[src/rtl/instr_fetch.sv]
// Instruction fetch unit: four-state fetch/wait/issue sequencer with a
// single outstanding memory read, valid/ready issue handshake and branch redirect.
module instr_fetch #(
  parameter logic [31:0] RESET_PC = 32'h00000000
) (
  input  logic        clk,
  input  logic        rst,
  input  logic        stall,
  output logic        imemEn,
  output logic [31:0] imemAddr,
  input  logic [31:0] imemData,
  output logic [31:0] instr,
  output logic [5:0]  opcode,
  output logic        instrValid,
  input  logic        instrReady,
  input  logic        brTaken,
  input  logic [31:0] brTarget,
  output logic [31:0] pc,
  output logic [31:0] pcPlus4,
  output logic [31:0] instrCount
);

  localparam logic [31:0] PC_ALIGN_MASK = 32'hFFFF_FFFC;
  localparam logic [31:0] RESET_PC_ALIGNED = RESET_PC & PC_ALIGN_MASK;

  typedef enum logic [1:0] {
    IDLE  = 2'd0,
    FETCH = 2'd1,
    WAIT  = 2'd2,
    ISSUE = 2'd3
  } state_t;

  state_t      state_q, state_d;
  logic [31:0] pc_q, pc_d;
  logic [31:0] instr_q, instr_d;
  logic [31:0] count_q, count_d;
  logic [31:0] pc_plus4;

  assign pc_plus4 = pc_q + 32'd4;

  always_comb begin
    state_d    = state_q;
    pc_d       = pc_q;
    instr_d    = instr_q;
    count_d    = count_q;
    imemEn     = 1'b0;
    instrValid = 1'b0;
    case (state_q)
      IDLE: begin
        state_d = FETCH;
      end
      FETCH: begin
        if (!stall) begin
          imemEn  = 1'b1;
          state_d = WAIT;
        end
      end
      WAIT: begin
        // Read data arrives exactly one cycle after the strobe; stall cannot hold it.
        instr_d = imemData;
        state_d = ISSUE;
      end
      ISSUE: begin
        instrValid = 1'b1;
        if (instrReady) begin
          pc_d    = brTaken ? (brTarget & PC_ALIGN_MASK) : pc_plus4;
          count_d = count_q + 32'd1;
          state_d = FETCH;
        end
      end
      default: begin
        state_d = IDLE;
      end
    endcase
  end

  always_ff @(posedge clk or negedge rst) begin
    if (!rst) begin
      state_q <= IDLE;
      pc_q    <= RESET_PC_ALIGNED;
      instr_q <= 32'd0;
      count_q <= 32'd0;
    end else begin
      state_q <= state_d;
      pc_q    <= pc_d;
      instr_q <= instr_d;
      count_q <= count_d;
    end
  end

  assign imemAddr   = pc_q;
  assign instr      = instr_q;
  assign opcode     = instr_q[31:26];
  assign pc         = pc_q;
  assign pcPlus4    = pc_plus4;
  assign instrCount = count_q;

endmodule

[config.mk]
export PLATFORM = sky130hd
export DESIGN_NAME = instr_fetch
export DESIGN_NICKNAME = d
export VERILOG_FILES = /design/src/rtl/instr_fetch.sv
export SDC_FILE = /design/constraint.sdc
export NUM_CORES = 1
export LEC_CHECK = 0
export CAP_MARGIN = 10
export CORE_MARGIN = 1.5
export CORE_UTILIZATION = 58
export CTS_CLUSTER_SIZE = 40
export DETAILED_ROUTE_END_ITERATION = 12
export DONT_BUFFER_PORTS = 1
export PLACE_DENSITY = 0.73
export SYNTH_ARGS = -nofsm -noshare
export SYNTH_HDL_FRONTEND = slang
export SYNTH_SLANG_ARGS = --single-unit
[constraint.sdc]
create_clock -name clk -period 2 [get_ports clk]
set_input_delay 0.3 -clock clk [delete_from_list [all_inputs] [get_ports clk]]
set_output_delay 0.3 -clock clk [all_outputs]
set_load 0.005 [all_outputs]
==> results.md <==
* Failing checks: hold timing, setup timing
* Clk slew on worst S/H paths at 0.11 ns
* Seq cells post-synth at 96
* Layout filler cell count at 678
* CTS HTree Levels at 3
* Syn. warnings at 0
* Hold Slack at -0.394 ns
* Vias at 4377
* Full die area at 9970 um^2
* F_max at 0.445 GHz
* WL final at 14.0 mm
* Die Y at 99.9 um
* Post-synthesis mux area share at 7.17%
* Status: finished, violations left
* Min-Delay Path Class: primary input to async pin
* Final Util at 70.0%
* Pins Over Slew Limit at 0
* Gr usage total at 28.2%
* Die X-Extent at 99.9 um
* Fin Setup TNS at -2.17 ns
* Final period util at 112%
* Critical-path cell with the highest stage delay: or4_4
* Nets@finish at 644
* VDD IR max at 0.000765 V
* Crit Reg-Reg Startpoint: imemAddr[15]$_DFFE_PN0N_
* Clock Path Buffers at 2
* Root Driver: clkbuf_8
* Synth Area in Simple Gates at 18.7%
* Power density over the cells at 1330 nW/um^2
* Synth Area in XOR/XNOR at 9.49%
* Setup CP Type: register to output port
* Finish-stage setup viols at 18
* Most frequent cells in the layout: 96 x dfrtp_1, 63 x buf_4, 38 x xnor2_1, 32 x mux2_2, 30 x nand4_1
* Reg2reg setup slack at 0.17 ns
* CP arrival at 1.95 ns
* Routed Antenna Nets at 0
* Leading cell type in the layout, fill and taps excluded: dfrtp_1
* Worst Path Max Fanout at 3
* Top_reg_cell synth: dfrtp_1
* Final Hold Viols at 96
* Starting Density at 59.5%
* Wire per inst at 20.4 um
* RSZ-0062 raised after global routing: true
* Final worst slack at -0.249 ns
* Adder-cell share of the synthesized area at 1.15%
* Asr flop ratio synth at 100%
* TritonRoute pass-1 iters at 4
* Largest family of logic cells by synthesized area: simple AND/OR/NAND/NOR gates
* Worst r2r dst: imemAddr[30]$_DFFE_PN0N_
* Crit. End Element: output port
* Max cap viols at 0
* CTS Sinks at 96
* HPWL after DPL at 9.57 mm
* Mean Syn Cell Area at 9.86 um^2
* Layout cells sized above 1 at 31.0%
* Placer Congestion at 0.879
* Multi-input logic area at 2950 um^2
* Vias/cell at 6.38
* Vias in the first global route at 4376
* Compound-gate portion of the synthesized area at 9.91%
* Min cycle time layout at 2.25 ns
* Critical Path RT at 1.70 ns
* Number of buffers created by CTS at 9
* Crit path launch type: register
* Clk_lat worst skew at 0.37 ns
* Initial antenna violation count at 0
* Iter 0 DRT Violations at 218
* Distinct cell type count after synthesis at 49
* IO Pins at 237
* Residual DRC at 0
* R2R depth at 8
* Syn Std Cell Area at 5440 um^2
* Cells along the critical path: nand2_2, or4_4, or3_4, xnor2_2
* Global-route wire length before repair at 22.1 mm
* Largest net degree at the start of global routing at 97
* CP max stage delay at 0.54 ns
* N_diodes at 0
* Row count at 35
* Total gr overflow at 0
* TritonCTS clock tree: done
* Core box area at 9150 um^2
* Seq/Total Area, Yosys at 44.1%
* PortBufs at 0
* Synthesized instance count at 552
* Post-synth EDFFs at 0
* Leakage power at 0.00273 uW
* Pre-CTS WS at 0.0678 ns
* Area grow syn2layout at 17.7%
* Worst Clk Skew at 0.0109 ns
* Register area at 2400 um^2
[Yosys cell counts, drive strengths merged, types with 2 or more instances]
| cell | number | area [um^2] |
|---|---|---|
| dfrtp | 96 | 2400 |
| o311ai | 9 | 78.8 |
| and2 | 4 | 25.0 |
| nor2 | 17 | 63.8 |
| nor2b | 2 | 12.5 |
| inv | 16 | 60.1 |
| o21ai | 17 | 85.1 |
| and3 | 28 | 175 |
| xnor2 | 50 | 438 |
| or4 | 2 | 18.8 |
| mux2i | 3 | 30.0 |
| ha | 5 | 62.6 |
| a21oi | 22 | 110 |
| a22oi | 4 | 30.0 |
| nand3 | 31 | 155 |
| nand2 | 27 | 101 |
| o211ai | 11 | 82.6 |
| a31oi | 2 | 12.5 |
| a32oi | 2 | 17.5 |
| xor2 | 9 | 78.8 |
| or3 | 8 | 55.1 |
| nor3 | 19 | 95.1 |
| mux2 | 32 | 360 |
| o2bb2ai | 3 | 26.3 |
| clkbuf | 25 | 95.1 |
| a311o | 3 | 30.0 |
| and4 | 7 | 61.3 |
| buf | 50 | 352 |
| nor4 | 5 | 37.5 |
| nand4 | 31 | 200 |
[flip-flops by register name (all words and copies together) (netlist names)]
register	flops
instrCount	32
instr	32
imemAddr	30
state_q	2
[power by group]
part	leakage [uW]	total, uW	switching [uW]	internal (uW)
clock network	0.0000942	1270	779	491
registers	0.00117	3370	736	2640
logic	0.00146	3880	2080	1800
[cells by family (layout without fill, tap and decap cells)]
| family | Yosys count | in the layout |
|---|---|---|
| multiplexers | 35 | 35 |
| adder cells (fa/ha/maj) | 5 | 5 |
| other | 1 | 6 |
| flip-flops | 96 | 96 |
| XOR/XNOR | 59 | 59 |
| AND/OR/NAND/NOR | 183 | 183 |
| AO/OA/AOI/OAI | 81 | 81 |
| buffers and inverters | 92 | 110 |
[metrics by stage]
step	instances	instance area [um^2]	total power, uW
after floorplan	557	5490	5980
after global placement	646	5580	6590
after detailed placement	646	5580	6720
after CTS	681	6280	8400
after global routing	686	6410	9090
final	686	6410	8520
[layout make-up]
type,instances,share of cell area (%)
tap,111,2.17
multi-input combinational,369,46.0
clock buffer,9,1.93
sequential,96,37.5
timing repair buffer,77,10.3
inverter,17,0.996
clock inverter,7,1.15
[critical path, delay by kind of cell, from the launching register on]
family | cells | cell delay, ns
AND/OR/NAND/NOR | 3 | 1.01
XOR/XNOR | 1 | 0.15
flip-flops | 1 | 0.42
[worst max path at each step]
stage	start	slack, ns	endpoint	cells past startpoint
6_report	imemAddr[24]$_DFFE_PN0N_	-0.25	pcPlus4[31]	4
3_3_place_gp	imemAddr[2]$_DFFE_PN0N_	0.1	pcPlus4[20]	6
4_1_cts	imemAddr[16]$_DFFE_PN0N_	-0.23	pcPlus4[31]	4
3_5_place_dp	imemAddr[2]$_DFFE_PN0N_	0.07	pcPlus4[20]	6
2_1_floorplan	imemAddr[13]$_DFFE_PN0N_	-0.008	pcPlus4[31]	5
5_1_grt	imemAddr[16]$_DFFE_PN0N_	-0.33	pcPlus4[31]	4
[what timing repair did]
action,in CTS,in global routing
setup buffers,19,7
setup endpoints to repair,24,26
pin swaps,16,16
hold endpoints to repair,96,96
resized for setup,69,16
[metal layers]
layer / global-route usage, % / vias up / wire (um)
met5: 0 / - / 0
met4: 10.5 / 0 / 269
met3: 8.01 / 24 / 1190
met2: 48.5 / 225 / 7270
met1: 33.6 / 2148 / 5290
li1: - / 1980 / -
(Power assumes the default switching activity.)
